## src/rtl/seq_chk_ctrl.sv

```systemverilog
// Serial pattern detector run controller: programmable pattern/length/target/timeout,
// non-overlapping detection on qualified bits, match counting and final status.
module seq_chk_ctrl #(
   parameter int PAT_W = 8,
   parameter int CNT_W = 8,
   parameter int TO_W  = 16
) (
   input  logic             clk,
   input  logic             rst_n,
   input  logic             cfg_valid,
   output logic             cfg_ready,
   input  logic [PAT_W-1:0] cfg_pattern,
   input  logic [3:0]       cfg_len,
   input  logic [CNT_W-1:0] cfg_target,
   input  logic [TO_W-1:0]  cfg_timeout,
   input  logic             start,
   input  logic             abort,
   input  logic             din,
   input  logic             din_valid,
   output logic             busy,
   output logic             match_pulse,
   output logic [CNT_W-1:0] match_cnt,
   output logic             done,
   output logic             timeout_flag
);

   localparam int LW = $clog2(PAT_W + 1);

   typedef enum logic [1:0] {IDLE, ARMED, RUN, DONE} state_t;

   state_t           state, state_nxt;
   logic [PAT_W-1:0] pat, pat_nxt, hist, hist_nxt, shifted, mask;
   logic [LW-1:0]    len, len_nxt, fill, fill_nxt, fill_inc, cfg_len_n;
   logic [CNT_W-1:0] target, target_nxt, cnt_nxt, cnt_inc;
   logic [TO_W-1:0]  tout, tout_nxt, timer, timer_nxt;
   logic             pulse_nxt, done_nxt, tflag_nxt;
   logic             hit, final_hit, expire;
   logic             do_load, do_run, do_idle;

   assign cfg_ready = (state == IDLE) || (state == DONE);
   assign busy      = (state == RUN);

   always_comb begin
      mask = '0;
      for (int unsigned i = 0; i < PAT_W; i++) begin
         mask[i] = (i < 32'(len));
      end
   end

   always_comb begin
      if (cfg_len == 4'd0 || 32'(cfg_len) > PAT_W) cfg_len_n = LW'(PAT_W);
      else                                         cfg_len_n = LW'(cfg_len);
   end

   // Match is evaluated on the history as it would look after capturing din.
   assign shifted   = {hist[PAT_W-2:0], din};
   assign fill_inc  = (fill == LW'(PAT_W)) ? fill : fill + LW'(1);
   assign hit       = din_valid && (fill_inc >= len) && (((shifted ^ pat) & mask) == '0);
   assign cnt_inc   = match_cnt + CNT_W'(1);
   assign final_hit = hit && (cnt_inc == target);
   assign expire    = (tout != '0) && (timer == tout - TO_W'(1));

   always_ff @(posedge clk or negedge rst_n) begin
      if (!rst_n) state <= IDLE;
      else        state <= state_nxt;
   end

   always_comb begin
      state_nxt  = state;
      pat_nxt    = pat;
      len_nxt    = len;
      target_nxt = target;
      tout_nxt   = tout;
      hist_nxt   = hist;
      fill_nxt   = fill;
      timer_nxt  = timer;
      cnt_nxt    = match_cnt;
      pulse_nxt  = 1'b0;
      done_nxt   = done;
      tflag_nxt  = timeout_flag;
      do_load    = 1'b0;
      do_run     = 1'b0;
      do_idle    = 1'b0;

      case (state)
         IDLE: begin
            if (cfg_valid) do_load = 1'b1;
         end
         ARMED: begin
            if (abort)      do_idle = 1'b1;
            else if (start) do_run  = 1'b1;
         end
         RUN: begin
            if (abort) begin
               do_idle = 1'b1;
            end else begin
               timer_nxt = timer + TO_W'(1);
               if (din_valid) begin
                  hist_nxt = shifted;
                  fill_nxt = fill_inc;
               end
               if (hit) begin
                  hist_nxt  = '0;
                  fill_nxt  = '0;
                  cnt_nxt   = cnt_inc;
                  pulse_nxt = 1'b1;
               end
               if (final_hit) begin
                  state_nxt = DONE;
                  done_nxt  = 1'b1;
                  tflag_nxt = 1'b0;
               end else if (expire) begin
                  state_nxt = DONE;
                  done_nxt  = 1'b1;
                  tflag_nxt = 1'b1;
               end
            end
         end
         DONE: begin
            if (abort)          do_idle = 1'b1;
            else if (cfg_valid) do_load = 1'b1;
            else if (start)     do_run  = 1'b1;
         end
         default: state_nxt = IDLE;
      endcase

      if (do_load) begin
         state_nxt  = ARMED;
         pat_nxt    = cfg_pattern;
         len_nxt    = cfg_len_n;
         target_nxt = (cfg_target == '0) ? CNT_W'(1) : cfg_target;
         tout_nxt   = cfg_timeout;
         done_nxt   = 1'b0;
         tflag_nxt  = 1'b0;
      end
      if (do_run) begin
         state_nxt = RUN;
         hist_nxt  = '0;
         fill_nxt  = '0;
         timer_nxt = '0;
         cnt_nxt   = '0;
         done_nxt  = 1'b0;
         tflag_nxt = 1'b0;
      end
      if (do_idle) begin
         state_nxt = IDLE;
         cnt_nxt   = '0;
         pulse_nxt = 1'b0;
         done_nxt  = 1'b0;
         tflag_nxt = 1'b0;
      end
   end

   always_ff @(posedge clk or negedge rst_n) begin
      if (!rst_n) begin
         pat          <= '0;
         len          <= '0;
         target       <= '0;
         tout         <= '0;
         hist         <= '0;
         fill         <= '0;
         timer        <= '0;
         match_cnt    <= '0;
         match_pulse  <= 1'b0;
         done         <= 1'b0;
         timeout_flag <= 1'b0;
      end else begin
         pat          <= pat_nxt;
         len          <= len_nxt;
         target       <= target_nxt;
         tout         <= tout_nxt;
         hist         <= hist_nxt;
         fill         <= fill_nxt;
         timer        <= timer_nxt;
         match_cnt    <= cnt_nxt;
         match_pulse  <= pulse_nxt;
         done         <= done_nxt;
         timeout_flag <= tflag_nxt;
      end
   end

endmodule

```

## config.mk

```make
export PLATFORM = sky130hd
export DESIGN_NAME = seq_chk_ctrl
export DESIGN_NICKNAME = d
export VERILOG_FILES = /design/src/rtl/seq_chk_ctrl.sv
export SDC_FILE = /design/constraint.sdc
export NUM_CORES = 1
export LEC_CHECK = 0
export BUFFER_PORTS_ARGS = -buffer_cell sky130_fd_sc_hd__buf_2
export CORE_ASPECT_RATIO = 2
export CORE_UTILIZATION = 53
export CTS_CLUSTER_SIZE = 25
export DETAILED_ROUTE_END_ITERATION = 7
export PLACE_DENSITY = 0.77
export SLEW_MARGIN = 0
export SYNTH_ARGS = -nofsm -noshare
export SYNTH_HDL_FRONTEND = slang
export SYNTH_SLANG_ARGS = --single-unit
export TNS_END_PERCENT = 20
```

## constraint.sdc

```tcl
create_clock -name clk -period 2.48 [get_ports clk]
set_input_delay 0.124 -clock clk [delete_from_list [all_inputs] [get_ports clk]]
set_output_delay 0.124 -clock clk [all_outputs]
set_load 0.05 [all_outputs]
```

==> flow_summary.toml, run 1 <==
[grt]
antenna_found_initial = 0
track_usage_pct = 27.0
grt_pass1_vias = 3791
grt_pass1_wl_um = 17900
grt.overflow.total = 0
grt_max_degree = 77

[timing]
slew_headroom_pct = 35.2
finalMaxSlewViolations = 0
rsz0062_at_grt = "yes"
fin_ws_ns = -0.131
fin_crit_sh_pct = 105
skew_ns = 0.00667
tightestPinTransition_ns = 0.972
setup_violations = 20
fmax_mhz = 383
hold_viol_final = 0
finalCriticalPeriod_ns = 2.61

[layout]
nNetsFinal = 582
final_area_um2 = 5440
drive_gt1_share_pct = 30.6
areaGrowthSynthToFinish_pct = 22.2
post-route-util_pct = 67.5
num_antenna_cells = 0

[synth]
yosysSeqAreaShare_pct = 42.8
synth_top_area_share_pct = 42.8
synthTopCellsByCount = "76 x dfrtp_1, 32 x mux2_2, 30 x nand2_1, 28 x nor2_1, 27 x xnor2_1"
synthesis.area_um2 = 4450
synthCells = 441
synth_area_leaders = "dfrtp_1 43%, mux2_2 8.1%, xnor2_1 5.3%"
synth_edf_count = 0
syn_area_per_cell_um2 = 10.1
synth_cell_type_count = 57
synth_seq_cells = 76
yosysTopAreaCell = "dfrtp_1"
ys_async_sr_fraction_pct = 100
synth_nets = 499
synth-main-ff-cell = "dfrtp_1"
yosys_warnings = 0
synth.most_common_cell = "dfrtp_1"

[die]
core_area_um2 = 8060
die_area_um2 = 8790
rows = 46
pin_count = 56
die_w_um = 66.8
start_util_pct = 55.2
die_h_um = 132

[clocking]
clockRootBuffer = "clkbuf_16"
cts_buffers = 9
cts_tree = "built"
clock_path_buffers = 2
path_clk_slew_ns = 0.06
clk_latency_ns = 0.34
cts.htree.levels = 3
clock-sinks = 76

[min_path]
min_from = "cfg_timeout[3]"
hp-class = "primary input to flip-flop"
worstHoldEndpoint = "tout[3]"
min_delay_path_depth = 2

[placed_design]
dpl.hpwl_um = 7900
placed_cell_area_um2 = 5060
portBuffers = 55
place_congestion = 0.854

[setup_path]
cp.required_ns = 2.71
cp-start-kind = "flip-flop"
crit_fanout = 7
rrSetupSlack_ns = -0.13
crit_path_end_kind = "flip-flop"
r2r_start = "fill[0]"
timing.rr.end = "state[1]"
ff2ff_path_depth = 13
cp.arrival_ns = 2.84
critical_path_class = "flip-flop to flip-flop"

[power_and_ir_drop]
leakage_uw = 0.00246
vdd_drop_max_uv = 689
p_per_area_nw_per_um2 = 1040

[detailed_routing]
drcViolationCount = 0
wl_per_cell_um = 17.4
viasPerCell = 5.96
dr.pass1.iters = 4
drtIter0Drc = 303
ant_nets = 0
wl_um = 10900
route.vias.total = 3724

[run_status]
violations = "setup timing"
outcome = "complete, but fails checks"

[run]
maxCapViolCount = 0
## through the flow
step	power (uW)	worst slack [ns]	setup TNS, ns	hold slack [ns]	std cells
final	5650	-0.131	-1.38	0.0135	625
after global routing	5960	-0.258	-4.58	0.00661	625
after CTS	5630	-0.125	-1.48	0.00688	625
after detailed placement	4200	-0.116	-1.04	0.341	607
after global placement	4080	-0.0511	-0.133	0.326	607
after floorplan	3520	-0.0218	-0.178	-0.172	441
## power breakdown
part           switching [uW]  internal, uW  total [uW]
combinational            1180          1120        2300
clock                     529           881        1410
sequential                348          1590        1930
## metal layers
| layer | vias to the layer above | GRT usage [%] | share of wire, % |
|---|---|---|---|
| li1 | 1774 | - | - |
| met1 | 1820 | 28.7 | 36 |
| met2 | 101 | 48.7 | 57 |
| met3 | 29 | 5.64 | 3.7 |
| met4 | 0 | 11.5 | 3.3 |
| met5 | - | 0 | 0 |
## worst max path at each step
stage	startpoint	end	slack, ns	cells after the start
after CTS	fill[0]	match_cnt[2]	-0.13	13
after floorplan	fill[0]	state[1]	-0.02	13
final	fill[0]	state[1]	-0.13	13
after detailed placement	fill[0]	state[1]	-0.12	13
after global placement	fill[1]	state[1]	-0.05	13
after global routing	fill[0]	state[1]	-0.26	13
## registers in the layout, indices dropped and copies added, names as in the netlist
signal,flops
done,1
fill,4
hist,7
len,4
match_cnt,8
match_pulse,1
pat,8
state,2
target,8
timeout_flag,1
timer,16
tout,16
## critical path, stage by stage, from the launching register on
cell      delay [ns]
dfrtp_1         0.41
inv_2           0.09
ha_4            0.13
nand2_2         0.06
nor2_2          0.13
xnor2_1         0.15
ha_1            0.26
nand2b_4        0.13
a21o_1          0.14
a211o_1         0.30
o211ai_4        0.15
nor4_4          0.06
or3_4           0.33
o21ba_1         0.17
## what timing repair did
action	4_1_cts	5_1_grt
hold endpoints to repair	76	0
resized for setup	1	6
hold buffers	1	0
pin swaps	1	0
setup buffers	1	0
setup endpoints to repair	21	23
## logic make-up after synthesis
group | Yosys count | synth area share [%]
adder cells (fa/ha/maj) | 15 | 4.22
AND/OR/NAND/NOR | 147 | 18.1
multiplexers | 34 | 8.55
flip-flops | 76 | 42.8
buffers and inverters | 35 | 3.35
XOR/XNOR | 45 | 8.86
AO/OA/AOI/OAI | 89 | 14.2
## placed cells by master, fill, tap and decap left out, types with 3 or more instances in the layout
cell type / count
clkbuf_16: 9
buf_4: 34
and3_1: 6
mux2_2: 32
nor3_1: 13
and2_1: 4
o21ai_0: 25
nor4_1: 10
nor4_4: 3
a31oi_1: 10
nor2_1: 27
a32o_1: 4
or3_1: 5
nor2b_1: 6
xor2_1: 18
nand4_1: 5
dfrtp_1: 76
nand3_1: 12
a22o_1: 10
nand2b_1: 6
a21oi_1: 9
inv_1: 16
ha_1: 14
xnor2_1: 25
nand2_1: 29
o31a_2: 3
o31ai_1: 4
buf_2: 54
o22ai_1: 4
## final cells by class
| type | instances | area (um2) |
|---|---|---|
| Multi-Input combinational cell | 330 | 2490 |
| Clock buffer | 10 | 229 |
| Clock inverter | 6 | 88.8 |
| Inverter | 18 | 67.6 |
| Fill cell | 624 | 2620 |
| Timing Repair Buffer | 89 | 536 |
| Sequential cell | 76 | 1900 |
| Tap cell | 96 | 120 |
Note: power is estimated with default switching activity, not from simulation.
==> run 2: changes to the inputs <==
--- a/config.mk
+++ b/config.mk
@@ -11,6 +11,7 @@
 export CTS_CLUSTER_SIZE = 25
 export DETAILED_ROUTE_END_ITERATION = 7
 export PLACE_DENSITY = 0.77
+export REMOVE_ABC_BUFFERS = 1
 export SLEW_MARGIN = 0
 export SYNTH_ARGS = -nofsm -noshare
 export SYNTH_HDL_FRONTEND = slang
==> constraint.sdc (replaced) <==
create_clock -name clk -period 2.48 [get_ports clk]
set_input_delay 0.124 -clock clk [delete_from_list [all_inputs] [get_ports clk]]
set_output_delay 0.124 -clock clk [all_outputs]
set_load 0.1 [all_outputs]
==> run 2 against run 1 <==
Against the previous run: the flow still finishes with violations (setup timing); die area unchanged; register-to-register slack got worse by 0.06 ns; first-iteration DRC count fell by 0.99%; total power rose by 6.8%; critical path type unchanged.
==> flow_summary.toml, run 2 (synthesis results as in run 1) <==
[clocking]
cts_tree = "built"
clock-sinks = 76
path_clk_slew_ns = 0.06
cts.htree.levels = 3
cts_buffers = 9
clk_latency_ns = 0.34
clockRootBuffer = "clkbuf_16"
clock_path_buffers = 2

[setup_path]
crit_chain = "inv_2 -> ha_4 -> nand2_4 -> nor2_4 -> xnor2_2 -> ha_1 -> nand2b_4 -> a21o_1 -> a211o_1 -> o211ai_2 -> buf_6 -> buf_6 -> nor4b_2 -> o21ai_1 -> o31ai_2"
cp-start-kind = "flip-flop"
cp.required_ns = 2.70
timing.rr.end = "match_cnt[7]"
ff2ff_path_depth = 15
cp_common_cell = "buf_6"
crit_fanout = 6
critical_path_class = "flip-flop to flip-flop"
cp.arrival_ns = 2.89
crit_path_end_kind = "flip-flop"
crit_slowest_cell = "dfrtp_1"
r2r_start = "fill[0]"
critPathMaxStageDelay_ns = 0.42
rrSetupSlack_ns = -0.19

[detailed_routing]
wl_um = 11800
drcViolationCount = 0
wl_per_cell_um = 18.2
viasPerCell = 6.09
dr.pass1.iters = 5
drtIter0Drc = 300
ant_nets = 0
route.vias.total = 3937

[layout]
final_common_cell = "dfrtp_1"
top_regs = "timer x16, tout x16"
num-fill-cells = 603
drive_gt1_share_pct = 35.3
seqCellArea_um2 = 1900
final_cell_mix = "76 x dfrtp_1, 54 x buf_2, 48 x buf_4"
multi_input_area_um2 = 2530
nNetsFinal = 603
areaGrowthSynthToFinish_pct = 27.9
final_area_um2 = 5690
num_antenna_cells = 0

[die]
die_area_um2 = 8790
rows = 46
pin_count = 56
die_h_um = 132
core_area_um2 = 8060
die_w_um = 66.8
start_util_pct = 55.2

[timing]
skew_ns = 0.00670
fin_crit_sh_pct = 108
slew_headroom_pct = 35.2
finalCriticalPeriod_ns = 2.67
finalMaxSlewViolations = 0
fmax_mhz = 375
setup_violations = 21
tightestPinTransition_ns = 0.972
hold_viol_final = 0
hold_slack_ns = 0.0114
rsz0062_at_grt = "yes"
fin_ws_ns = -0.188

[grt]
grt.overflow.total = 0
track_usage_pct = 29.0
grt_pass1_vias = 4235
antenna_found_initial = 0
grt_max_degree = 77
grt_pass1_wl_um = 19000

[min_path]
hp-class = "primary input to flip-flop"
worstHoldEndpoint = "pat[7]"
min_delay_path_depth = 2
min_from = "cfg_pattern[7]"

[placed_design]
place_congestion = 0.895
dpl.hpwl_um = 7910
portBuffers = 55
placed_cell_area_um2 = 5040

[power_and_ir_drop]
vdd_drop_max_uv = 720
leakage_uw = 0.00259
p_per_area_nw_per_um2 = 1060

[run_status]
violations = "setup timing"
outcome = "complete, but fails checks"

[run]
maxCapViolCount = 0
==> run 2: metrics by stage <==
stage | TNS [ns] | total power [uW] | util, % | cells | setup WS (ns)
global route | -5.30 | 6370 | 70.6 | 646 | -0.281
finish | -2.84 | 6030 | 70.6 | 646 | -0.188
floorplan | -15.09 | 3480 | - | 424 | -0.850
global placement | -2.07 | 4140 | 62.5 | 610 | -0.186
CTS | -2.08 | 5970 | 69.8 | 644 | -0.145
detailed placement | -4.94 | 4250 | 62.5 | 610 | -0.344
==> run 2: routing by layer <==
metal	vias up	GRT usage, %	wire length [um]
li1	1812	-	-
met1	1898	28.6	4090
met2	147	50.4	6320
met3	80	4.86	435
met4	0	22.9	916
met5	-	0	0
==> run 2: how the worst max path moves through the flow <==
| stage | start | end | slack, ns | cells after the start |
|---|---|---|---|---|
| 6_report | fill[0] | match_cnt[7] | -0.19 | 15 |
| 5_1_grt | fill[0] | match_cnt[6] | -0.28 | 15 |
| 4_1_cts | fill[0] | match_cnt[6] | -0.14 | 14 |
| 3_5_place_dp | fill[0] | match_cnt[7] | -0.34 | 14 |
| 3_3_place_gp | fill[0] | state[1] | -0.19 | 13 |
| 2_1_floorplan | state[0] | state[1] | -0.85 | 9 |
==> run 2: layout make-up <==
type                            count  area share [%]
Timing Repair Buffer              110            12.6
Tap cell                           96            2.11
Sequential cell                    76            33.4
Multi-Input combinational cell    330            44.5
Clock buffer                        9            3.96
Inverter                           18            1.19
Clock inverter                      7            2.16
==> run 2: power breakdown <==
part	switching [uW]	internal, uW
registers	309	1590
logic	1360	1250
clock network	541	990
total	2210	3820
==> run 2: worst max-delay path, delay by kind of cell, from the launching register on <==
| family | cells | cell delay [ns] |
|---|---|---|
| adders and majority gates | 2 | 0.41 |
| buffers and inverters | 3 | 0.39 |
| DFF | 1 | 0.42 |
| AOI/OAI and AO/OA | 5 | 0.85 |
| xor gates and xnor gates | 1 | 0.14 |
| and+or+nand+nor | 4 | 0.33 |
==> run 2: what timing repair did <==
item                                    in CTS  in global routing
cloned                                       0                  1
buffers inserted                            17                  1
hold buffers                                 1                  0
hold endpoints to repair                    76                  0
pin swaps                                   13                  7
gates resized for setup                     29                 11
endpoints found under the setup margin      24                 26
